`src/rtl/pipeline_hazard_ctrl_pkg.sv`:
```
// Shared types and constants for the pipeline sequencer.
//   ctrl_state_t : sequencer states (INIT, RUN, MEM_WAIT, HALT)
//   REG_ADDR_W   : default register-file address width (8 registers)
//   stage_ctrl_t : per-register control bundle {en, flush}
package pipe_ctrl_pkg;

    localparam int REG_ADDR_W = 3;

    typedef enum logic [1:0] {
        INIT     = 2'd0,
        RUN      = 2'd1,
        MEM_WAIT = 2'd2,
        HALT     = 2'd3
    } ctrl_state_t;

    typedef struct packed {
        logic en;
        logic flush;
    } stage_ctrl_t;

    // Common per-stage control settings.
    localparam stage_ctrl_t STG_ADV    = '{en: 1'b1, flush: 1'b0};
    localparam stage_ctrl_t STG_HOLD   = '{en: 1'b0, flush: 1'b0};
    localparam stage_ctrl_t STG_BUBBLE = '{en: 1'b1, flush: 1'b1};

endpackage

```
`src/rtl/pipeline_hazard_ctrl_hazard_detect.sv`:
```
// Combinational load-use hazard comparator.
// Flags when the instruction in ID reads a register that the load
// currently in EX will write. Register 0 is treated like any other.
//   id_rs, id_rt            : source registers of the ID instruction
//   id_uses_rs, id_uses_rt  : which sources the ID instruction actually reads
//   ex_mem_read             : EX instruction is a load
//   ex_reg_write            : EX instruction writes a register
//   ex_reg_dst              : destination register of the EX instruction
//   load_use                : hazard present this cycle
module hazard_detect #(
    parameter int REG_ADDR_W = pipe_ctrl_pkg::REG_ADDR_W
) (
    input  logic [REG_ADDR_W-1:0] id_rs,
    input  logic [REG_ADDR_W-1:0] id_rt,
    input  logic                  id_uses_rs,
    input  logic                  id_uses_rt,
    input  logic                  ex_mem_read,
    input  logic                  ex_reg_write,
    input  logic [REG_ADDR_W-1:0] ex_reg_dst,
    output logic                  load_use
);

    logic rs_match;
    logic rt_match;

    assign rs_match = id_uses_rs && (id_rs == ex_reg_dst);
    assign rt_match = id_uses_rt && (id_rt == ex_reg_dst);
    assign load_use = ex_mem_read && ex_reg_write && (rs_match || rt_match);

endmodule

```
`src/rtl/pipeline_hazard_ctrl.sv`:
```
// Central sequencer for the 5-stage 16-bit pipeline.
// Drives advance enables and bubble flushes of the PC and the four
// inter-stage registers; handles load-use stalls, taken-branch flushes,
// multi-cycle RAM waits with a timeout halt, and counts stall cycles.
// Ports:
//   clk, rst_n                      : clock, asynchronous active-low reset
//   id_rs/id_rt/id_uses_rs/id_uses_rt, ex_mem_read/ex_reg_write/ex_reg_dst
//                                   : load-use detection inputs
//   branch_taken                    : branch resolved taken in EX
//   mem_req, mem_ready              : RAM access handshake for MEM stage
//   pc_en, *_en, *_flush            : per-register advance / bubble controls
//   mem_timeout_err                 : sticky RAM timeout flag
//   stall_cycles                    : saturating count of stalled cycles
module pipeline_hazard_ctrl
    import pipe_ctrl_pkg::*;
#(
    parameter int REG_ADDR_W  = pipe_ctrl_pkg::REG_ADDR_W,
    parameter int MEM_TIMEOUT = 16,
    parameter int CNT_W       = 16
) (
    input  logic                  clk,
    input  logic                  rst_n,
    input  logic [REG_ADDR_W-1:0] id_rs,
    input  logic [REG_ADDR_W-1:0] id_rt,
    input  logic                  id_uses_rs,
    input  logic                  id_uses_rt,
    input  logic                  ex_mem_read,
    input  logic                  ex_reg_write,
    input  logic [REG_ADDR_W-1:0] ex_reg_dst,
    input  logic                  branch_taken,
    input  logic                  mem_req,
    input  logic                  mem_ready,
    output logic                  pc_en,
    output logic                  if_id_en,
    output logic                  id_ex_en,
    output logic                  ex_mem_en,
    output logic                  mem_wb_en,
    output logic                  if_id_flush,
    output logic                  id_ex_flush,
    output logic                  ex_mem_flush,
    output logic                  mem_wb_flush,
    output logic                  mem_timeout_err,
    output logic [CNT_W-1:0]      stall_cycles
);

    localparam int WAIT_W = $clog2(MEM_TIMEOUT + 1);

    ctrl_state_t       state, state_nxt;
    logic [WAIT_W-1:0] wait_cnt, wait_nxt;
    logic              err_set;
    logic              load_use;
    logic              mem_stall;

    logic              run_pc_en;
    stage_ctrl_t       run_if_id, run_id_ex, run_ex_mem, run_mem_wb;
    logic              pc_en_c;
    stage_ctrl_t       if_id_c, id_ex_c, ex_mem_c, mem_wb_c;

    hazard_detect #(
        .REG_ADDR_W (REG_ADDR_W)
    ) u_hazard_detect (
        .id_rs        (id_rs),
        .id_rt        (id_rt),
        .id_uses_rs   (id_uses_rs),
        .id_uses_rt   (id_uses_rt),
        .ex_mem_read  (ex_mem_read),
        .ex_reg_write (ex_reg_write),
        .ex_reg_dst   (ex_reg_dst),
        .load_use     (load_use)
    );

    assign mem_stall = mem_req && !mem_ready;

    // Free-running pipeline controls: branch flush outranks load-use,
    // since the load-use victim in ID is being squashed anyway.
    always_comb begin
        run_pc_en  = 1'b1;
        run_if_id  = STG_ADV;
        run_id_ex  = STG_ADV;
        run_ex_mem = STG_ADV;
        run_mem_wb = STG_ADV;
        if (branch_taken) begin
            run_if_id = STG_BUBBLE;
            run_id_ex = STG_BUBBLE;
        end else if (load_use) begin
            run_pc_en = 1'b0;
            run_if_id = STG_HOLD;
            run_id_ex = STG_BUBBLE;
        end
    end

    always_ff @(posedge clk or negedge rst_n) begin
        if (!rst_n) begin
            state    <= INIT;
            wait_cnt <= '0;
        end else begin
            state    <= state_nxt;
            wait_cnt <= wait_nxt;
        end
    end

    always_comb begin
        state_nxt = state;
        wait_nxt  = wait_cnt;
        err_set   = 1'b0;
        pc_en_c   = 1'b0;
        if_id_c   = STG_HOLD;
        id_ex_c   = STG_HOLD;
        ex_mem_c  = STG_HOLD;
        mem_wb_c  = STG_HOLD;
        unique case (state)
            INIT: begin
                if_id_c   = STG_BUBBLE;
                id_ex_c   = STG_BUBBLE;
                ex_mem_c  = STG_BUBBLE;
                mem_wb_c  = STG_BUBBLE;
                state_nxt = RUN;
            end
            RUN: begin
                if (mem_stall) begin
                    // Freeze everything up to MEM; let WB drain and
                    // feed it bubbles while RAM is busy.
                    mem_wb_c  = STG_BUBBLE;
                    state_nxt = MEM_WAIT;
                    wait_nxt  = WAIT_W'(1);
                end else begin
                    pc_en_c  = run_pc_en;
                    if_id_c  = run_if_id;
                    id_ex_c  = run_id_ex;
                    ex_mem_c = run_ex_mem;
                    mem_wb_c = run_mem_wb;
                end
            end
            MEM_WAIT: begin
                if (mem_ready) begin
                    // Completion wins over a coincident timeout.
                    pc_en_c   = run_pc_en;
                    if_id_c   = run_if_id;
                    id_ex_c   = run_id_ex;
                    ex_mem_c  = run_ex_mem;
                    mem_wb_c  = run_mem_wb;
                    state_nxt = RUN;
                end else begin
                    mem_wb_c = STG_BUBBLE;
                    if (wait_cnt == WAIT_W'(MEM_TIMEOUT)) begin
                        state_nxt = HALT;
                        err_set   = 1'b1;
                    end else begin
                        wait_nxt = wait_cnt + 1'b1;
                    end
                end
            end
            HALT: begin
                state_nxt = HALT;
            end
            default: begin
                state_nxt = INIT;
            end
        endcase
    end

    // A flush only takes effect on a register that is also loading.
    assign pc_en        = pc_en_c;
    assign if_id_en     = if_id_c.en;
    assign id_ex_en     = id_ex_c.en;
    assign ex_mem_en    = ex_mem_c.en;
    assign mem_wb_en    = mem_wb_c.en;
    assign if_id_flush  = if_id_c.en  & if_id_c.flush;
    assign id_ex_flush  = id_ex_c.en  & id_ex_c.flush;
    assign ex_mem_flush = ex_mem_c.en & ex_mem_c.flush;
    assign mem_wb_flush = mem_wb_c.en & mem_wb_c.flush;

    always_ff @(posedge clk or negedge rst_n) begin
        if (!rst_n) begin
            mem_timeout_err <= 1'b0;
        end else if (err_set) begin
            mem_timeout_err <= 1'b1;
        end
    end

    // Only stalls of a live pipeline count; INIT and HALT are excluded.
    always_ff @(posedge clk or negedge rst_n) begin
        if (!rst_n) begin
            stall_cycles <= '0;
        end else if ((state == RUN || state == MEM_WAIT) && !pc_en_c
                     && (stall_cycles != {CNT_W{1'b1}})) begin
            stall_cycles <= stall_cycles + 1'b1;
        end
    end

endmodule

```
`config.mk`:
```
export PLATFORM = sky130hd
export DESIGN_NAME = pipeline_hazard_ctrl
export DESIGN_NICKNAME = d
export VERILOG_FILES = /design/src/rtl/pipeline_hazard_ctrl_pkg.sv /design/src/rtl/pipeline_hazard_ctrl_hazard_detect.sv /design/src/rtl/pipeline_hazard_ctrl.sv
export SDC_FILE = /design/constraint.sdc
export NUM_CORES = 1
export LEC_CHECK = 0
export CORE_MARGIN = 2
export CORE_UTILIZATION = 47
export CTS_BUF_LIST = sky130_fd_sc_hd__clkbuf_8 sky130_fd_sc_hd__clkbuf_16
export DETAILED_ROUTE_END_ITERATION = 10
export PLACE_DENSITY = 0.78
export SLEW_MARGIN = 20
export SYNTH_ARGS = -nofsm -noshare
export SYNTH_HDL_FRONTEND = slang
export SYNTH_SLANG_ARGS = --single-unit
```
`constraint.sdc`:
```
create_clock -name clk -period 2.7 [get_ports clk]
set_input_delay 0.27 -clock clk [delete_from_list [all_inputs] [get_ports clk]]
set_output_delay 0.27 -clock clk [all_outputs]
set_load 0.02 [all_outputs]
```
# Yosys cells after proc, flatten, opt, wreduce, memory -nomap -nowiden
# Cells that the tools add are included.
# word_totals
register_bits	24
in_bits	18
out_inout_bits	26
word_cells	68
# op_classes
n_addsub	2
n_eq_ne	11
mux	32
bitwise_logic	4
reduce_logical	15
# op_table
operator	n
$mux 2	12
$pmux 2 s3	4
$add 16x1->16 const B	1
$ne 16x16->1 const B	1
$mux 5	3
$mux 1	10
$pmux 5 s2	1
$pmux 2 s4	1
$logic_and 1x1->1	7
$eq 3x3->1	2
$ne 2x2->1 const B	3
$add 5x1->5 const B	1
$eq 5x5->1 const B	1
$and 1x1->1	4
$eq 2x2->1 const B	2
$reduce_and 4->1	1
$ne 3x3->1 const B	1
$eq 2x1->1 const B	1
$logic_not 1->1	2
$logic_not 2->1	1
$logic_or 1x1->1	2
$pmux 1 s2	1
$reduce_and 2->1	1
$reduce_bool 2->1	1

# Longest topological paths before layout
# Gate-level depths: netlist of the first run.
# logic_depth
word_depth	11
depth_mapped	9
depth_no_buf	8

# Hierarchy
# From an unflattened synthesis of the first run, not the netlist that was laid out.
# hier_totals
hier_cells	157
hier_area_um2	1555.2
# modules_own_cells
module	n_inst	cells_per_inst	area_per_inst_um2	seq_area_each_um2
pipeline_hazard_ctrl	1	147	1481.4	600.6
hazard_detect	1	10	73.8	0.0

# Least setup slack after synthesis of the first run
# No wires, ideal clock.
# synth_timing
kind	reg-to-reg
from	reg state[1]
to	reg stall_cycles[6]
setup_time_ps	135
arrival_time_ps	1858
required_time_ps	2565
slack_ps	707
stages_incl_launch_ff	10
path_buffers	1
period_less_slack_ps	1993
cell_sequence	dfrtp_1 > inv_1 > ha_1 > inv_1 > o21ai_0 > nor2_1 > o22ai_2 > buf_6 > nor2_1 > xor2_1
# synth_between
elab_chain_len	5
elab_cells_between_ends	7
cone_classes	eq/ne (2); mux (1); reduce/logical (4)
# synth_lines
element	line	text
start, declared	pipeline_hazard_ctrl.sv:48	ctrl_state_t state, state_nxt;
start signal, assigned	pipeline_hazard_ctrl.sv:97	state <= state_nxt;
$eq 2x2->1 / $eq 2x1->1 (equally long branches)	pipeline_hazard_ctrl.sv:111, pipeline_hazard_ctrl.sv:185	
$pmux 1 s2	pipeline_hazard_ctrl.sv:111	unique case (state)
$logic_not 1->1	pipeline_hazard_ctrl.sv:185	end else if ((state == RUN || state == MEM_WAIT) && !pc_en_c
$logic_and 1x1->1 *	pipeline_hazard_ctrl.sv:185	
$logic_and 1x1->1 *	pipeline_hazard_ctrl.sv:186	&& (stall_cycles != {CNT_W{1'b1}})) begin
end signal, assigned	pipeline_hazard_ctrl.sv:187	stall_cycles <= stall_cycles + 1'b1;
end, declared	pipeline_hazard_ctrl.sv:43	output logic [CNT_W-1:0] stall_cycles
# Every way passes the cells marked *; elsewhere a longest branch is shown, timed or not.
# A chain may end at the register's enable or synchronous reset.

# Final worst setup path of the first run
# layout_timing
from	reg state[1]
to	out pc_en
# layout_between
elab_chain_len	2
elab_cells_between_ends	3
cone_classes	eq/ne (2); mux (1)
# layout_lines
element	line	text
$eq 2x2->1 / $eq 2x1->1 (equally long branches)	pipeline_hazard_ctrl.sv:111	
$pmux 1 s2 *	pipeline_hazard_ctrl.sv:111	
end, declared	pipeline_hazard_ctrl.sv:33	output logic pc_en,
# Marks and branches as above.

==> out/summary.txt, run 1 <==
row count = 20
total power = 0.614 mW
Die Height = 59.7 um
io pins = 44
most frequent cells in the layout = clkdlybuf4s50_1 (41), nor2_1 (25), dfrtp_1 (24), xor2_1 (15)
mean number of vias per cell = 5.28
Synth area leader = dfrtp_1
RSZ-0062 raised after global routing = no
GPL Wtd Cong = 0.723
Final Hold Viols = 0
Clock Path Buffers = 2
DRC Markers = 0
die span in x = 59.7 um
Req. time, crit path = 2.43 ns
Pleak = 0.915 nW
crit path DAT = 2.24 ns
post-synthesis cell area = 1460 um2
area grow syn2layout = 35.3%
CP endpoint kind = output pin
# hold bufs at CTS = 0
clock slew at reported path FFs = 0.08 ns
sequential power share = 0.584
CP Class = flip-flop to output pin
via count = 1,225
Yosys top cell area share = 0.411
layout cells sized above 1 = 0.0704
period utilization = 0.931
power per cell area = 311 nW/um2
Register Area = 601 um2
DR iter-0 viols = 47
IO Port Bufs = 43
Netlist cell types = 30
vias in the first global route = 1,165
Switching Share = 0.205
total global routing overflow = 0
Mean Syn Cell Area = 9.48 um2
clk sinks = 24
HP Class = input port to asynchronous set/reset pin
TNS Setup = 0 ns
Mapped Cells = 154
DP HPWL = 2410 um
FILL cells = 247
crit-path max FO = 5
Max H-tree Level = 1
pin count of the biggest net entering global routing = 25
final WL = 3120 um
die area = 3570 um2
post-synthesis sequential element count = 24
syn nets = 181
outcome = completed
Synth area leaders = dfrtp_1 (41%), xor2_1 (9.0%), ha_1 (7.7%), nor2_1 (6.4%), xnor2_1 (4.2%)
relative slew slack = 0.526
Fin Clk Skew = 0.00568 ns
Clk pwr share = 0.335
Slew Limit Fails = 0
multi-input logic area = 808 um2
Ys Warns = 0
R2R depth = 7
CTS tree = built
max cap viols = 0
TritonRoute pass-1 iters = 4
antenna violations before repair = 0
Worst setup SP type = flip-flop
Nets = 228
gr usage total = 0.196
clock root cell = clkbuf_8
Core ar. = 3000 um2
Tmin final = 2.51 ns
Ant. Diodes = 0
peak supply drop = 0.000218 V
starting density of the core = 0.486
Fmax = 0.398 GHz
total CTS buffers = 3
Final ANT Viol Nets = 0
Psw = 0.126 mW
setup violators final = 0
first-pass GRT wire length = 5250 um
Seq/Total Area, Yosys = 0.411
P_int = 0.488 mW
clk_lat worst skew = 0.26 ns
worst slew pin tran = 0.711 ns
most common cell after layout, fill and taps aside = clkdlybuf4s50_1
combinational cell fraction of total power = 0.081
DR WL/cell = 13.4 um
cells by family after synthesis:
| kind of cell | count (synthesis) | share of synthesized area |
|---|---|---|
| compound gates | 20 | 0.100 |
| xor+xnor | 22 | 0.132 |
| mux | 4 | 0.0300 |
| flops | 24 | 0.411 |
| fa+ha+maj | 9 | 0.0771 |
| buf+inv | 13 | 0.0411 |
| simple gates | 62 | 0.208 |
per-layer routing:
metal	routed length [um]	global-route usage	vias to the layer above	share of wire
met2	1480	0.339	45	0.48
met5	0	0	-	0
li1	-	-	608	-
met1	1340	0.233	567	0.43
met3	251	0.0476	5	0.081
met4	44	0.0762	0	0.014
critical path: stages, from the launching register on:
cell,delay [ns]
dfrtp_1,0.43
inv_1,0.15
ha_2,0.25
inv_1,0.08
o21ai_2,0.19
o21ai_0,0.16
nor2_1,0.12
clkdlybuf4s50_1,0.61
Yosys cell counts:
cell type / instances
inv_1: 11
nor3_4: 1
mux2i_1: 1
dfrtp_1: 24
nand2b_1: 3
nor4bb_1: 1
a2111oi_4: 1
nor3_2: 1
a211oi_1: 1
o22ai_2: 1
a21oi_1: 6
o2111ai_1: 1
and3_1: 1
buf_4: 1
o21a_1: 1
nor3_1: 3
nand2_1: 11
o31ai_1: 2
o21ai_0: 6
nor4_1: 1
a21o_1: 1
mux2_2: 3
nand4_1: 8
nor2_1: 25
ha_1: 9
buf_6: 1
xnor2_1: 7
nand3_1: 6
nor2b_1: 1
xor2_1: 15
path summary, 6_finish.rpt:
kind	startpoint	slack (ns)	endpoint
min reg2reg	mem_timeout_err$_DFFE_PN0P_	0.46	mem_timeout_err$_DFFE_PN0P_
max	state[1]$_DFFE_PN0P_	0.19	pc_en
min	rst_n	0.35	stall_cycles[7]$_DFFE_PN0P_
max in group asynchronous	rst_n	2.12	wait_cnt[1]$_DFFE_PN0P_
max reg2reg	state[1]$_DFFE_PN0P_	0.36	stall_cycles[1]$_DFFE_PN0P_
min in group clk	mem_timeout_err$_DFFE_PN0P_	0.46	mem_timeout_err$_DFFE_PN0P_
area by class of cell:
type                            count  share of cell area
Clock buffer                        3              0.0209
Multi-Input combinational cell    117               0.409
Timing Repair Buffer               44               0.224
Sequential cell                    24               0.304
Inverter                           11              0.0209
Tap cell                           33              0.0209
state kept, by name, summed over array words and instances (netlist names):
signal,count
mem_timeout_err,1
stall_cycles,16
state,2
wait_cnt,5
through the flow:
| stage | instances | util | setup slack, ns | hold WS [ns] | instance area (um2) |
|---|---|---|---|---|---|
| detailed placement | 229 | 0.640 | 0.0879 | 0.445 | 1920 |
| floorplan | 154 | - | 0.707 | -0.0256 | 1460 |
| finish | 232 | 0.658 | 0.187 | 0.347 | 1980 |
| CTS | 232 | 0.655 | 0.0737 | 0.365 | 1970 |
| global route | 232 | 0.658 | 0.0272 | 0.389 | 1980 |
| global placement | 229 | 0.640 | 0.225 | 0.442 | 1920 |
power by group through the flow:
stage	logic, mW	clock network (mW)	registers (mW)
after floorplan	0.0116	0	0.366
after global placement	0.0489	0	0.366
after detailed placement	0.0505	0	0.366
after CTS	0.0508	0.208	0.359
after global routing	0.0541	0.227	0.359
final	0.0496	0.206	0.359
what timing repair did:
item / in CTS / in global routing
endpoints found under the setup margin: 3 / 3
resized for setup: 2 / 4
setup buffers: 0 / 0
No activity file was read; power rests on OpenSTA's default activity.
==> inputs of run 2 (changes only) <==
--- a/config.mk
+++ b/config.mk
@@ -9,6 +9,7 @@
 export CORE_UTILIZATION = 47
 export CTS_BUF_LIST = sky130_fd_sc_hd__clkbuf_8 sky130_fd_sc_hd__clkbuf_16
 export DETAILED_ROUTE_END_ITERATION = 10
+export GPL_TIMING_DRIVEN = 0
 export PLACE_DENSITY = 0.78
 export SLEW_MARGIN = 20
 export SYNTH_ARGS = -nofsm -noshare
==> out/summary.txt, run 2 (synthesis results as in run 1) <==
WP buf/inv = 3 (unchanged)
worst-path cell chain = inv_1 -> ha_2 -> inv_1 -> o21ai_2 -> o21ai_0 -> nor2_1 -> clkdlybuf4s50_1
Ant. Diodes = 0 (unchanged)
Reg2Reg Setup Slack = 0.62 ns (+0.26 ns)
Slew Limit Fails = 0 (unchanged)
RSZ-0062 raised after global routing = no
layout cells sized above 1 = 0.0846 (+0.0142)
DR WL/cell = 13.1 um (-2.4%)
DP HPWL = 2370 um (-2.0%)
biggest regs = stall_cycles x16, wait_cnt x5, state x2
Psw = 0.129 mW (+2.1%)
Pleak = 0.948 nW (+3.6%)
P_int = 0.517 mW (+5.8%)
power per cell area = 323 nW/um2 (+3.9%)
IO Port Bufs = 43 (unchanged)
Post-CTS Setup Inserts = 0 (unchanged)
Core ar. = 3000 um2 (unchanged)
FILL cells = 263 (+6.5%)
clk sinks = 24 (unchanged)
combinational cell fraction of total power = 0.074 (-0.007)
max FFs per register = 16 (unchanged)
R2R depth = 9 (+2)
outcome = finished with violations
Worst setup SP type = flip-flop
DRC Markers = 0 (unchanged)
max cap viols = 0 (unchanged)
relative slew slack = 0.613 (+0.0869)
Fin Clk Skew = 0.00695 ns (+0.00128 ns)
io pins = 44 (unchanged)
sequential power share = 0.556 (-0.028)
HP Class = input port to asynchronous set/reset pin
starting density of the core = 0.486 (unchanged)
Clk pwr share = 0.370 (+0.035)
failing checks = negative hold slack
Clock Path Buffers = 2 (unchanged)
delay-heaviest family, CP = buffers and inverters
crit-path max FO = 5 (unchanged)
Max H-tree Level = 1 (unchanged)
area grow syn2layout = 36.8%
clock root cell = clkbuf_8
Tmin final = 2.46 ns (-0.0500 ns)
most common cell after layout, fill and taps aside = clkdlybuf4s50_1
GPL Wtd Cong = 0.716 (-0.95%)
Nets = 229 (+0.44%)
R2R Path End = stall_cycles[4]$_DFFE_PN0P_
die area = 3570 um2 (unchanged)
TritonRoute pass-1 iters = 4 (unchanged)
Hold Worst Slack = -0.0339 ns (-0.381 ns)
Worst path max stage delay = 0.60 ns (about the same)
final WL = 3070 um (-1.6%)
total global routing overflow = 0 (unchanged)
period utilization = 0.912 (-0.0185)
die span in x = 59.7 um (unchanged)
Final ANT Viol Nets = 0 (unchanged)
peak supply drop = 0.000274 V (+26%)
pin count of the biggest net entering global routing = 25 (unchanged)
Die Height = 59.7 um (unchanged)
mean number of vias per cell = 5.30 (+0.44%)
total CTS buffers = 3 (unchanged)
DR iter-0 viols = 42 (-11%)
first-pass GRT wire length = 5000 um (-4.7%)
Switching Share = 0.200 (-0.00583)
TNS Setup = 0 ns (unchanged)
worst slew pin tran = 0.577 ns (-0.134 ns)
Req. time, crit path = 2.43 ns (about the same)
CP Launch Point = state[1]$_DFFE_PN0P_
vias in the first global route = 1,181 (+1.4%)
via count = 1,241 (+1.3%)
row count = 20 (unchanged)
clk_lat worst skew = 0.26 ns (about the same)
CTS tree = built
Cell Area, Placed = 1930 um2 (+0.59%)
antenna violations before repair = 0 (unchanged)
gr usage total = 0.183 (-0.0134)
crit path DAT = 2.19 ns (-0.05 ns)
clock slew at reported path FFs = 0.08 ns (about the same)
Worst R2R Start = state[0]$_DFFE_PN0P_
post-route cell area = 2000 um2 (+1.1%)
CP most frequent cell = inv_1
CP endpoint kind = output pin
most frequent cells in the layout = clkdlybuf4s50_1 (39), nor2_1 (25), dfrtp_1 (24), xor2_1 (15)
setup violators final = 0 (unchanged)
Biggest register = stall_cycles
CP Class = flip-flop to output pin
Fmax = 0.406 GHz (+2.0%)
Final Hold Viols = 24 (+24)
Slowest-stage cell, CP = clkdlybuf4s50_1
# hold bufs at CTS = 0 (unchanged)
run 2: changes by cell type in the layout (fill, tap and decap cells not counted), sizes merged:
cell,before,now
dlymetal6s2s,2,3
clkdlybuf4s50,41,39
buf,1,3
clkbuf,3,4
run 2: area by class of cell:
cell class              count  area (um2)  area share
multi-input cells         117         808       0.405
flip-flops and latches     24         601       0.301
repair buffers             43         433       0.217
clock buffers               4        55.1      0.0276
inverters                  11        41.3      0.0207
well taps                  33        41.3      0.0207
plain buffers               2        18.8     0.00939
run 2: power groups by stage:
stage          sequential [mW]  clock (mW)  combinational, mW
4_1_cts                  0.359       0.245             0.0491
6_report                 0.359       0.239             0.0475
2_1_floorplan            0.366           0             0.0116
5_1_grt                  0.359       0.257             0.0522
3_3_place_gp             0.366           0             0.0476
3_5_place_dp             0.366           0             0.0486
run 2: worst max path at each step:
stage / endpoint / slack, ns / cells past startpoint
final: pc_en / 0.24 / 7
after CTS: id_ex_flush / 0.005 / 7
after global routing: ex_mem_en / 0.08 / 7
after floorplan: stall_cycles[6]$_DFFE_PN0P_ / 0.71 / 9
after global placement: if_id_en / 0.17 / 7
after detailed placement: if_id_en / 0.13 / 7
run 2: what timing repair did:
item / CTS / global route
hold endpoints to repair: 0 / 0
gates cloned: 0 / 0
resized for setup: 1 / 6
endpoints found under the setup margin: 6 / 6
run 2: stage by stage:
step / utilization / setup slack [ns] / instances / total power [mW]
floorplan: - / 0.707 / 154 / 0.378
global placement: 0.643 / 0.169 / 230 / 0.414
detailed placement: 0.643 / 0.133 / 230 / 0.415
CTS: 0.662 / 0.00468 / 234 / 0.653
global route: 0.665 / 0.0787 / 234 / 0.669
finish: 0.665 / 0.237 / 234 / 0.646
run 2: routing by layer:
metal | vias up | track usage | routed length [um] | part of all wire
li1 | 613 | - | - | -
met1 | 582 | 0.219 | 1320 | 0.43
met2 | 42 | 0.321 | 1470 | 0.48
met3 | 4 | 0.0346 | 252 | 0.082
met4 | 0 | 0.0698 | 24 | 0.0078
met5 | - | 0 | 0 | 0
run 2: worst register-to-register path: cells and delay by family, from the launching register on:
family	cells	cell delay (ns)
buf+inv	2	0.30
xor+xnor	1	0.18
simple gates	2	0.36
compound gates	3	0.52
fa+ha+maj	1	0.23
flops	1	0.43
